==> src/rtl/poly_eval_arbiter.sv <==
// rtl/poly_eval_arbiter.sv - round-robin shared Horner evaluator for a cubic polynomial
module poly_eval_arbiter #(
    parameter int W     = 16,
    parameter int N_REQ = 3
) (
    input  logic               clk,
    input  logic               rst_n,
    input  logic               cfg_we,
    input  logic [1:0]         cfg_sel,
    input  logic [W-1:0]       cfg_data,
    output logic               cfg_err,
    input  logic [N_REQ-1:0]   req,
    input  logic [N_REQ*W-1:0] x_in,
    output logic [N_REQ-1:0]   gnt,
    output logic [N_REQ-1:0]   done,
    output logic [W-1:0]       value,
    output logic               busy
);

    localparam int IW = (N_REQ > 1) ? $clog2(N_REQ) : 1;

    typedef enum logic [1:0] {
        S_IDLE,
        S_CALC,
        S_DONE
    } state_t;

    state_t               state_q, state_d;
    logic [1:0]           step_q, step_d;
    logic [W-1:0]         acc_q, acc_d;
    logic [W-1:0]         x_q, x_d;
    logic [3:0][W-1:0]    coef_q, coef_d;
    logic [N_REQ-1:0]     gnt_q, gnt_d;
    logic [N_REQ-1:0]     done_q, done_d;
    logic [W-1:0]         value_q, value_d;
    logic [IW-1:0]        last_q, last_d;
    logic                 cfg_err_q, cfg_err_d;

    logic                 found;
    int                   idx;
    int                   win;
    logic [W-1:0]         step_coef;

    // Round-robin scan starting one past the previous winner.
    always_comb begin
        found = 1'b0;
        idx   = 0;
        win   = 0;
        for (int k = 1; k <= N_REQ; k++) begin
            idx = int'(last_q) + k;
            if (idx >= N_REQ) idx = idx - N_REQ;
            if (!found && req[idx]) begin
                found = 1'b1;
                win   = idx;
            end
        end
    end

    always_comb begin
        case (step_q)
            2'd0:    step_coef = coef_q[2];
            2'd1:    step_coef = coef_q[1];
            default: step_coef = coef_q[0];
        endcase
    end

    always_comb begin
        state_d   = state_q;
        step_d    = step_q;
        acc_d     = acc_q;
        x_d       = x_q;
        coef_d    = coef_q;
        gnt_d     = gnt_q;
        done_d    = '0;
        value_d   = value_q;
        last_d    = last_q;
        cfg_err_d = cfg_we && (state_q != S_IDLE);

        case (state_q)
            S_IDLE: begin
                // A config write takes the cycle; any pending request waits.
                if (cfg_we) begin
                    coef_d[cfg_sel] = cfg_data;
                end else if (found) begin
                    x_d        = x_in[win*W +: W];
                    acc_d      = coef_q[3];
                    gnt_d      = '0;
                    gnt_d[win] = 1'b1;
                    last_d     = IW'(win);
                    step_d     = 2'd0;
                    state_d    = S_CALC;
                end
            end
            S_CALC: begin
                acc_d  = acc_q * x_q + step_coef;
                step_d = step_q + 2'd1;
                if (step_q == 2'd2) state_d = S_DONE;
            end
            S_DONE: begin
                value_d = acc_q;
                done_d  = gnt_q;
                gnt_d   = '0;
                state_d = S_IDLE;
            end
            default: state_d = S_IDLE;
        endcase
    end

    always_ff @(posedge clk or negedge rst_n) begin
        if (!rst_n) begin
            state_q   <= S_IDLE;
            step_q    <= 2'd0;
            acc_q     <= '0;
            x_q       <= '0;
            coef_q    <= '0;
            gnt_q     <= '0;
            done_q    <= '0;
            value_q   <= '0;
            last_q    <= IW'(N_REQ - 1);
            cfg_err_q <= 1'b0;
        end else begin
            state_q   <= state_d;
            step_q    <= step_d;
            acc_q     <= acc_d;
            x_q       <= x_d;
            coef_q    <= coef_d;
            gnt_q     <= gnt_d;
            done_q    <= done_d;
            value_q   <= value_d;
            last_q    <= last_d;
            cfg_err_q <= cfg_err_d;
        end
    end

    assign gnt     = gnt_q;
    assign done    = done_q;
    assign value   = value_q;
    assign cfg_err = cfg_err_q;
    assign busy    = (state_q != S_IDLE);

endmodule

==> config.mk <==
export PLATFORM = sky130hd
export DESIGN_NAME = poly_eval_arbiter
export DESIGN_NICKNAME = d
export VERILOG_FILES = /design/src/rtl/poly_eval_arbiter.sv
export SDC_FILE = /design/constraint.sdc
export NUM_CORES = 1
export LEC_CHECK = 0
export CAP_MARGIN = 0
export CORE_AREA = 2 2 164 166
export DETAILED_ROUTE_END_ITERATION = 16
export DIE_AREA = 0 0 166 168
export PLACE_DENSITY = 0.68
export SETUP_SLACK_MARGIN = 0.3
export SLEW_MARGIN = 20
export SYNTH_ARGS = -nofsm -noshare
export SYNTH_HDL_FRONTEND = slang
export SYNTH_SLANG_ARGS = --single-unit
==> constraint.sdc <==
create_clock -name clk -period 7.5 [get_ports clk]
set_input_delay 1.5 -clock clk [delete_from_list [all_inputs] [get_ports clk]]
set_output_delay 1.5 -clock clk [all_outputs]
set_load 0.1 [all_outputs]
# ---- Yosys cells after proc, flatten, opt, wreduce, memory -nomap -nowiden
# Cells that the tools add are included.
dict set report totals {
  ff_bits 125
  wordCells 96
}
dict set report classes {
  add_sub_neg 8
  mul 1
  magnitude_cmp 10
  eq_ne 7
  n_shift 1
  muxes 38
  bitwise_logic 1
  reduce_logical 17
}
# cell count
set op_table {}
lappend op_table {{$mux W32} 6}
lappend op_table {{$lt A32 B4 Y1 const B} 4}
lappend op_table {{$bwmux W64} 1}
lappend op_table {{$pmux W16 S2} 2}
lappend op_table {{$mux W16} 3}
lappend op_table {{$shiftx A48 B32 Y16} 1}
lappend op_table {{$demux W16 S2} 1}
lappend op_table {{$ge A32 B1 Y1 const B} 1}
lappend op_table {{$add A16 B16 Y16} 1}
lappend op_table {{$mul A16 B16 Y16} 1}
lappend op_table {{$reduce_and A3 Y1} 4}
lappend op_table {{$sub A3 B2 Y4 const B} 3}
lappend op_table {{$mux W1} 10}
lappend op_table {{$mux W2} 5}
lappend op_table {{$ge A3 B2 Y1 const B} 3}
lappend op_table {{$mux W3} 3}
lappend op_table {{$pmux W2 S2} 2}
lappend op_table {{$add A2 B2 Y3 const B} 2}
lappend op_table {{$bmux W1 S2} 3}
lappend op_table {{$ne A2 B2 Y1 const B} 3}
lappend op_table {{$pmux W3 S2} 1}
lappend op_table {{$reduce_bool A2 Y1} 3}
lappend op_table {{$logic_and A1 B1 Y1} 5}
lappend op_table {{$eq A2 B1 Y1 const B} 2}
lappend op_table {{other kinds (10)} 13}

# ---- Logic depth before layout (Yosys ltp)
# Gate-level depths: netlist of run 1.
dict set report logic_depth {
  depth_word 20
  mapped_depth 23
  depth_no_buf 22
}

# ---- Worst setup path after synthesis of run 1
# OpenSTA, ideal clock, no wires.
dict set report synth_path {
  path_kind {register to register}
  start {register acc_q[5]}
  end {register acc_q[15]}
  setup_ps 142
  arrival_ps 5036
  required_ps 7358
  path_slack_ps 2322
  stages_incl_launch_ff 19
  n_path_buf 1
  period_less_slack_ps 5178
  cell_sequence {dfrtp_1 > clkbuf_1 > and2_1 > fa_1 > inv_1 > fa_1 > fa_1 > fa_1 > inv_1 > fa_1 > inv_1 > fa_1 > inv_1 > ha_1 > a21o_1 > a21oi_1 > a311o_1 > xnor2_1 > o221ai_1}
}
dict set report synth_via {
  elab_chain_len 3
}
# item line
set synth_lines {}
lappend synth_lines {{start: declaration} 30} ;# logic [W-1:0] acc_q, acc_d;
lappend synth_lines {{start signal: assignment} 113} ;# acc_q <= '0;
lappend synth_lines {{start signal: assignment} 124} ;# acc_q <= acc_d;
lappend synth_lines {{$mul A16 B16 Y16} 95} ;# acc_d = acc_q * x_q + step_coef;
lappend synth_lines {{$add A16 B16 Y16} 95}
lappend synth_lines {{$pmux W16 S2} 79} ;# case (state_q)
# Every way passes these cells.
# A chain may end at the register's enable or synchronous reset.

# ---- Worst setup path after layout of run 1
dict set report layout_path {
  start {register step_q[0]}
  end {register acc_q[14]}
}
dict set report layout_via {
  elab_chain_len 4
}
# item line
set layout_lines {}
lappend layout_lines {{start: declaration} 29} ;# logic [1:0] step_q, step_d;
lappend layout_lines {{start signal: assignment} 123} ;# step_q <= step_d;
lappend layout_lines {{$eq A2 B1 Y1 / $logic_not A2 Y1 (equally long branches)} 60} ;# case (step_q)
lappend layout_lines {{$pmux W16 S2 *} 60}
lappend layout_lines {{$add A16 B16 Y16 *} 95}
lappend layout_lines {{$pmux W16 S2 *} 79}
# Every way passes the cells marked *; elsewhere a longest branch is shown, timed or not.

==> results of run 1 <==
[Yosys cell counts (21+ instances only)]
library cell | instances | area, um^2
ha_1 | 61 | 763
xnor2_1 | 32 | 280
nand2_1 | 117 | 439
mux2_2 | 81 | 912
inv_1 | 153 | 574
nor2_1 | 43 | 161
a21oi_1 | 46 | 230
a22o_1 | 28 | 245
mux2i_1 | 21 | 210
and2_1 | 54 | 338
clkbuf_1 | 36 | 135
dfrtp_1 | 124 | 3100
fa_1 | 94 | 1880
[routing by layer]
layer / vias to the layer above / wire length (um)
li1: 3344 / -
met1: 3625 / 11000
met2: 164 / 12300
met3: 31 / 1120
met4: 0 / 397
met5: - / 0
[how the worst max path moves through the flow]
stage / slack (ns) / from / to / cells after the start
2_1_floorplan: 2.32 / acc_q[5] / acc_q[15] / 18
3_3_place_gp: 1.83 / step_q[0] / acc_q[15] / 19
3_5_place_dp: 1.70 / step_q[0] / acc_q[14] / 20
4_1_cts: 1.66 / step_q[0] / acc_q[15] / 19
5_1_grt: 1.30 / step_q[0] / acc_q[15] / 19
6_report: 1.65 / step_q[0] / acc_q[14] / 18
[flip-flops by register name, indices dropped and copies added (netlist names)]
name     cells
value       16
x_q         16
last_q       2
coef_q      64
done         3
acc_q       16
gnt          3
state_q      2
cfg_err      1
step_q       2
[layout make-up]
cell class	count	area [um^2]	share of cell area, %
multi-input combinational	671	6180	51.9
sequential	125	3130	26.3
timing repair buffer	99	982	8.26
inverter	153	574	4.83
clock buffer	19	453	3.81
tap	341	427	3.59
clock inverter	13	150	1.26
[per-stage QoR]
step                instances  hold WS, ns  worst slack, ns  cell area [um^2]  utilization, %
floorplan                 996        0.471             2.32             10100               -
global placement         1389        0.487             1.83             11300            42.8
finish                   1421        0.503             1.65             11900            45.1
global route             1421        0.515             1.30             11900            45.1
detailed placement       1389        0.492             1.70             11300            42.8
CTS                      1421        0.504             1.66             11900            45.1
[cells by family after synthesis]
kind of cell | Yosys count
flops | 125
buf+inv | 200
fa+ha+maj | 155
simple gates | 248
compound gates | 126
mux | 102
xor+xnor | 40
[cells in the final DEF (no fill, tap or decap), drive strengths merged, types with 8 or more instances in the layout]
cell and instances:
clkbuf 19, o21ai 15, clkdlybuf4s50 94, nand2 118
and2 54, fa 94, ha 61, xor2 8
mux2 81, a22o 28, inv 159, nor2 44
xnor2 32, dfrtp 124, a21oi 47, mux2i 21
==> flow_metrics.py, run 1 <==
metrics = {
    "outcome": {
        "status": "complete, no violations",
    },
    "clock_network": {
        "tritoncts": "done",
        "cts_num_sinks": 125,
        "clock_path_buffers": 2,
        "numCtsBuffers": 17,
        "cts_setup_buffers": 0,
        "cts-root-buf": "clkbuf_16",
        "postCtsHoldBufs": 0,
        "ctsResizeCount": 0,
        "htreeDepth": 4,
        "clk-insertion-delay-late_ns": 0.42,
        "clk_pin_slew_ns": 0.06,
    },
    "floorplanning": {
        "die_h_um": 168,
        "ios": 96,
        "initial_core_util_pct": 38.2,
        "rows": 60,
        "dieArea_um2": 27900,
        "die_w_um": 166,
        "coreArea_um2": 26400,
    },
    "grt": {
        "met3_usage_pct": 3.06,
        "grt_pass1_wl_um": 41200,
        "grt_pass1_vias": 7633,
        "grtUsageMet1_pct": 24.8,
        "busiest_layer": "met2",
        "grt_antenna_before_repair": 0,
        "grt_max_degree": 80,
        "grt_overflow": 0,
        "grt_usage_pct": 18.8,
        "use_met2_pct": 32.2,
    },
    "routing": {
        "drc": 0,
        "drt-pass1-iter-count": 5,
        "drt-total-wl_um": 24800,
        "vias": 7164,
        "postRouteAntennaNets": 0,
        "wl_per_cell_um": 17.4,
        "via_per_inst": 5.04,
        "initialDrtViolationCount": 334,
    },
    "synth": {
        "synth_ff_type": "dfrtp_1",
        "synthAdderAreaFrac_pct": 26.3,
        "synth-simple-area-share_pct": 11.6,
        "yosysSeqAreaShare_pct": 31.1,
        "syn_area_per_cell_um2": 10.1,
        "synth-xor-area-share_pct": 3.48,
        "synthMuxAreaShare_pct": 11.1,
        "async_flop_share_pct": 100,
        "synth_compound_area_share_pct": 8.76,
        "synthesis.area_um2": 10100,
        "syn_nets": 1223,
        "synth.distinct_cells": 52,
        "netlist_instances": 996,
        "synth_top_family_by_area": "adder cells",
        "synth-seq-cells": 125,
        "synth_edf_count": 0,
        "yosys_warnings": 0,
    },
    "cells_and_area": {
        "nNetsFinal": 1294,
        "antenna_cells": 0,
        "drive_gt1_share_pct": 12.1,
        "area_delta_synth_final_pct": 18.1,
        "fillers": 2466,
    },
    "hold_path": {
        "worst_hold_path.endpoint": "value[8]",
        "hp-class": "reg2reg",
        "min-delay-start": "value[8]",
        "min_path_cells": 1,
    },
    "critical_path": {
        "cp_num_buf_inv": 4,
        "crit_arrival_ns": 6.11,
        "crit_path_cell_trace": "inv_1, ha_1, nor2_1, a21oi_1, fa_1, inv_1, fa_1, fa_1, inv_1, fa_1, inv_1, ha_1, a21o_1, a21oi_1, o21ai_0, o31ai_1, xor2_1, a21oi_1",
        "timing.rr.end": "acc_q[14]",
        "cpLargestDelayFamily": "adder cells",
        "path_max_fanout": 17,
        "rr_startpoint": "step_q[0]",
        "cp.required_ns": 7.75,
        "crit_path_end_kind": "register",
        "cp_slowest_stage_delay_ns": 0.93,
        "r2r.worst_path.cells": 18,
        "crit_type": "reg2reg",
        "rrSetupSlack_ns": 1.65,
        "slowest_stage": "nor2_1",
        "start_kind": "register",
    },
    "sta": {
        "finClkSkew_ns": 0.0119,
        "slew_violations": 0,
        "max_freq_mhz": 171,
        "period_share_pct": 78.1,
        "period_minus_slack_ns": 5.85,
        "setup_viol": 0,
        "worst_pin_slew_ns": 1.11,
        "tns_ns": 0,
        "relSlewSlack_pct": 26.0,
        "hold_viol_final": 0,
        "rsz0062_at_grt": "false",
    },
    "placement": {
        "dpl.hpwl_um": 18300,
        "place_congestion": 0.860,
        "port-buffer-count": 95,
    },
    "flow_run": {
        "maxCapViolCount": 0,
    },
}
Power of run 1 is left out: the tool's default activity adds up to more than one toggle a clock period on the data nets, which glitch-free logic cannot reach.
==> inputs of run 2 (changes only) <==
Clock period 7.5 ns to 5.7 ns, I/O delays scaled along.
==> flow_metrics.py, run 2 (synthesized netlist as in run 1, its figures left out) <==
metrics = {
    "floorplanning": {
        "die_h_um": 168,
        "initial_core_util_pct": 38.2,
        "dieArea_um2": 27900,
        "coreArea_um2": 26400,
        "ios": 96,
        "rows": 60,
        "die_w_um": 166,
    },
    "hold_path": {
        "hp-class": "reg2reg",
        "min_path_cells": 1,
        "worst_hold_path.endpoint": "value[11]",
        "min-delay-start": "value[11]",
    },
    "critical_path": {
        "crit_type": "reg2reg",
        "crit_arrival_ns": 5.54,
        "rrSetupSlack_ns": 0.43,
        "rr_startpoint": "x_q[4]",
        "start_kind": "register",
        "slowest_stage": "fa_1",
        "crit_path_cell_trace": "buf_2, and2_1, fa_1, inv_1, fa_2, fa_1, fa_1, inv_1, fa_1, inv_2, fa_1, inv_1, ha_4, a21o_1, a21oi_2, a311o_1, xnor2_1, o221ai_1",
        "path_max_fanout": 7,
        "crit_path_end_kind": "register",
        "worst_path_most_repeated_cell": "fa_1",
        "cp_slowest_stage_delay_ns": 0.54,
        "r2r.worst_path.cells": 18,
        "cp.required_ns": 5.97,
        "timing.rr.end": "acc_q[15]",
    },
    "sta": {
        "setup_viol": 0,
        "hold_viol_final": 0,
        "relSlewSlack_pct": 27.8,
        "period_share_pct": 92.5,
        "rsz0062_at_grt": "true",
        "max_freq_mhz": 190,
        "slew_violations": 0,
        "worst_pin_slew_ns": 1.08,
        "tns_ns": 0,
        "period_minus_slack_ns": 5.27,
        "finClkSkew_ns": 0.0158,
    },
    "cells_and_area": {
        "layout_common_cells": "inv_1, nand2_1, dfrtp_1",
        "antenna_cells": 0,
        "largest_register_ffs": 64,
        "final_common_cell": "inv_1",
        "area_delta_synth_final_pct": 24.2,
        "nNetsFinal": 1351,
        "regMostFlops": "coef_q",
        "fillers": 2381,
        "drive_gt1_share_pct": 20.4,
    },
    "placement": {
        "dpl.hpwl_um": 20000,
        "port-buffer-count": 95,
        "place_congestion": 0.901,
    },
    "grt": {
        "grt_overflow": 0,
        "grt_max_degree": 55,
        "grt_usage_pct": 19.6,
        "grt_antenna_before_repair": 0,
        "grt_pass1_vias": 7830,
        "grt_pass1_wl_um": 42900,
    },
    "routing": {
        "drt-total-wl_um": 26600,
        "highest_layer": "met4",
        "drc": 0,
        "vias": 7461,
        "met2_length_um": 13200,
        "initialDrtViolationCount": 357,
        "postRouteAntennaNets": 0,
        "wl_met3_um": 1420,
        "wl_per_cell_um": 18.0,
        "via_per_inst": 5.05,
        "drt-pass1-iter-count": 5,
        "met1_length_um": 11200,
    },
    "clock_network": {
        "clk_pin_slew_ns": 0.06,
        "cts-root-buf": "clkbuf_16",
        "clock_path_buffers": 2,
        "cts_num_sinks": 125,
        "numCtsBuffers": 17,
        "htreeDepth": 4,
        "tritoncts": "done",
        "clk-insertion-delay-late_ns": 0.43,
    },
    "flow_run": {
        "maxCapViolCount": 0,
    },
    "outcome": {
        "status": "complete, no violations",
    },
}
run 2: cell count changes in the layout (fill, tap and decap cells not counted), moves of 7 or more:
cell,before,now
dfrtp_1,124,108
ha_4,0,7
dfrtp_2,0,16
buf_4,4,53
ha_1,61,50
run 2: worst max path at each step:
stage | start | endpoint | slack [ns]
2_1_floorplan | acc_q[5] | acc_q[15] | 0.52
3_3_place_gp | x_q[6] | acc_q[15] | 0.36
3_5_place_dp | acc_q[4] | acc_q[14] | 0.27
4_1_cts | acc_q[8] | acc_q[15] | 0.29
5_1_grt | acc_q[4] | acc_q[14] | 0.26
6_report | x_q[4] | acc_q[15] | 0.43
run 2: critical path, delay by kind of cell, from the launching register on:
| kind | cells | cell delay, ns |
|---|---|---|
| adders and majority gates | 7 | 3.24 |
| DFF | 1 | 0.48 |
| buffers and inverters | 5 | 0.41 |
| and+or+nand+nor | 1 | 0.19 |
| AOI/OAI and AO/OA | 4 | 0.64 |
| xor gates and xnor gates | 1 | 0.17 |
run 2: area by class of cell:
class	instances	area, um^2	area share (%)
well taps	341	427	3.41
inverters	153	574	4.59
flip-flops and latches	125	3150	25.2
repair buffers	156	1450	11.6
clock inverters	14	151	1.21
multi-input cells	671	6320	50.5
clock buffers	18	439	3.51
run 2: metal layers:
metal / global-route usage, % / vias up
met4: 6.09 / 0
met2: 33.0 / 213
li1: - / 3451
met5: 0 / -
met3: 4.49 / 49
met1: 25.1 / 3748
run 2: per-stage QoR:
| step | instances | hold slack, ns | setup slack [ns] | utilization (%) | cell area, um^2 |
|---|---|---|---|---|---|
| 3_3_place_gp | 1416 | 0.488 | 0.358 | 43.6 | 11500 |
| 2_1_floorplan | 996 | 0.471 | 0.522 | - | 10100 |
| 3_5_place_dp | 1416 | 0.493 | 0.266 | 43.6 | 11500 |
| 4_1_cts | 1448 | 0.506 | 0.293 | 46.0 | 12100 |
| 6_report | 1478 | 0.504 | 0.426 | 47.5 | 12500 |
| 5_1_grt | 1478 | 0.512 | 0.256 | 47.5 | 12500 |
run 2: what timing repair did:
item	4_1_cts	5_1_grt
hold buffers	0	0
buffers inserted	0	30
gates cloned	0	0
pin swaps	2	29
resized for setup	12	42
endpoints found under the setup margin	2	5
Power of run 2 is left out for the same reason.
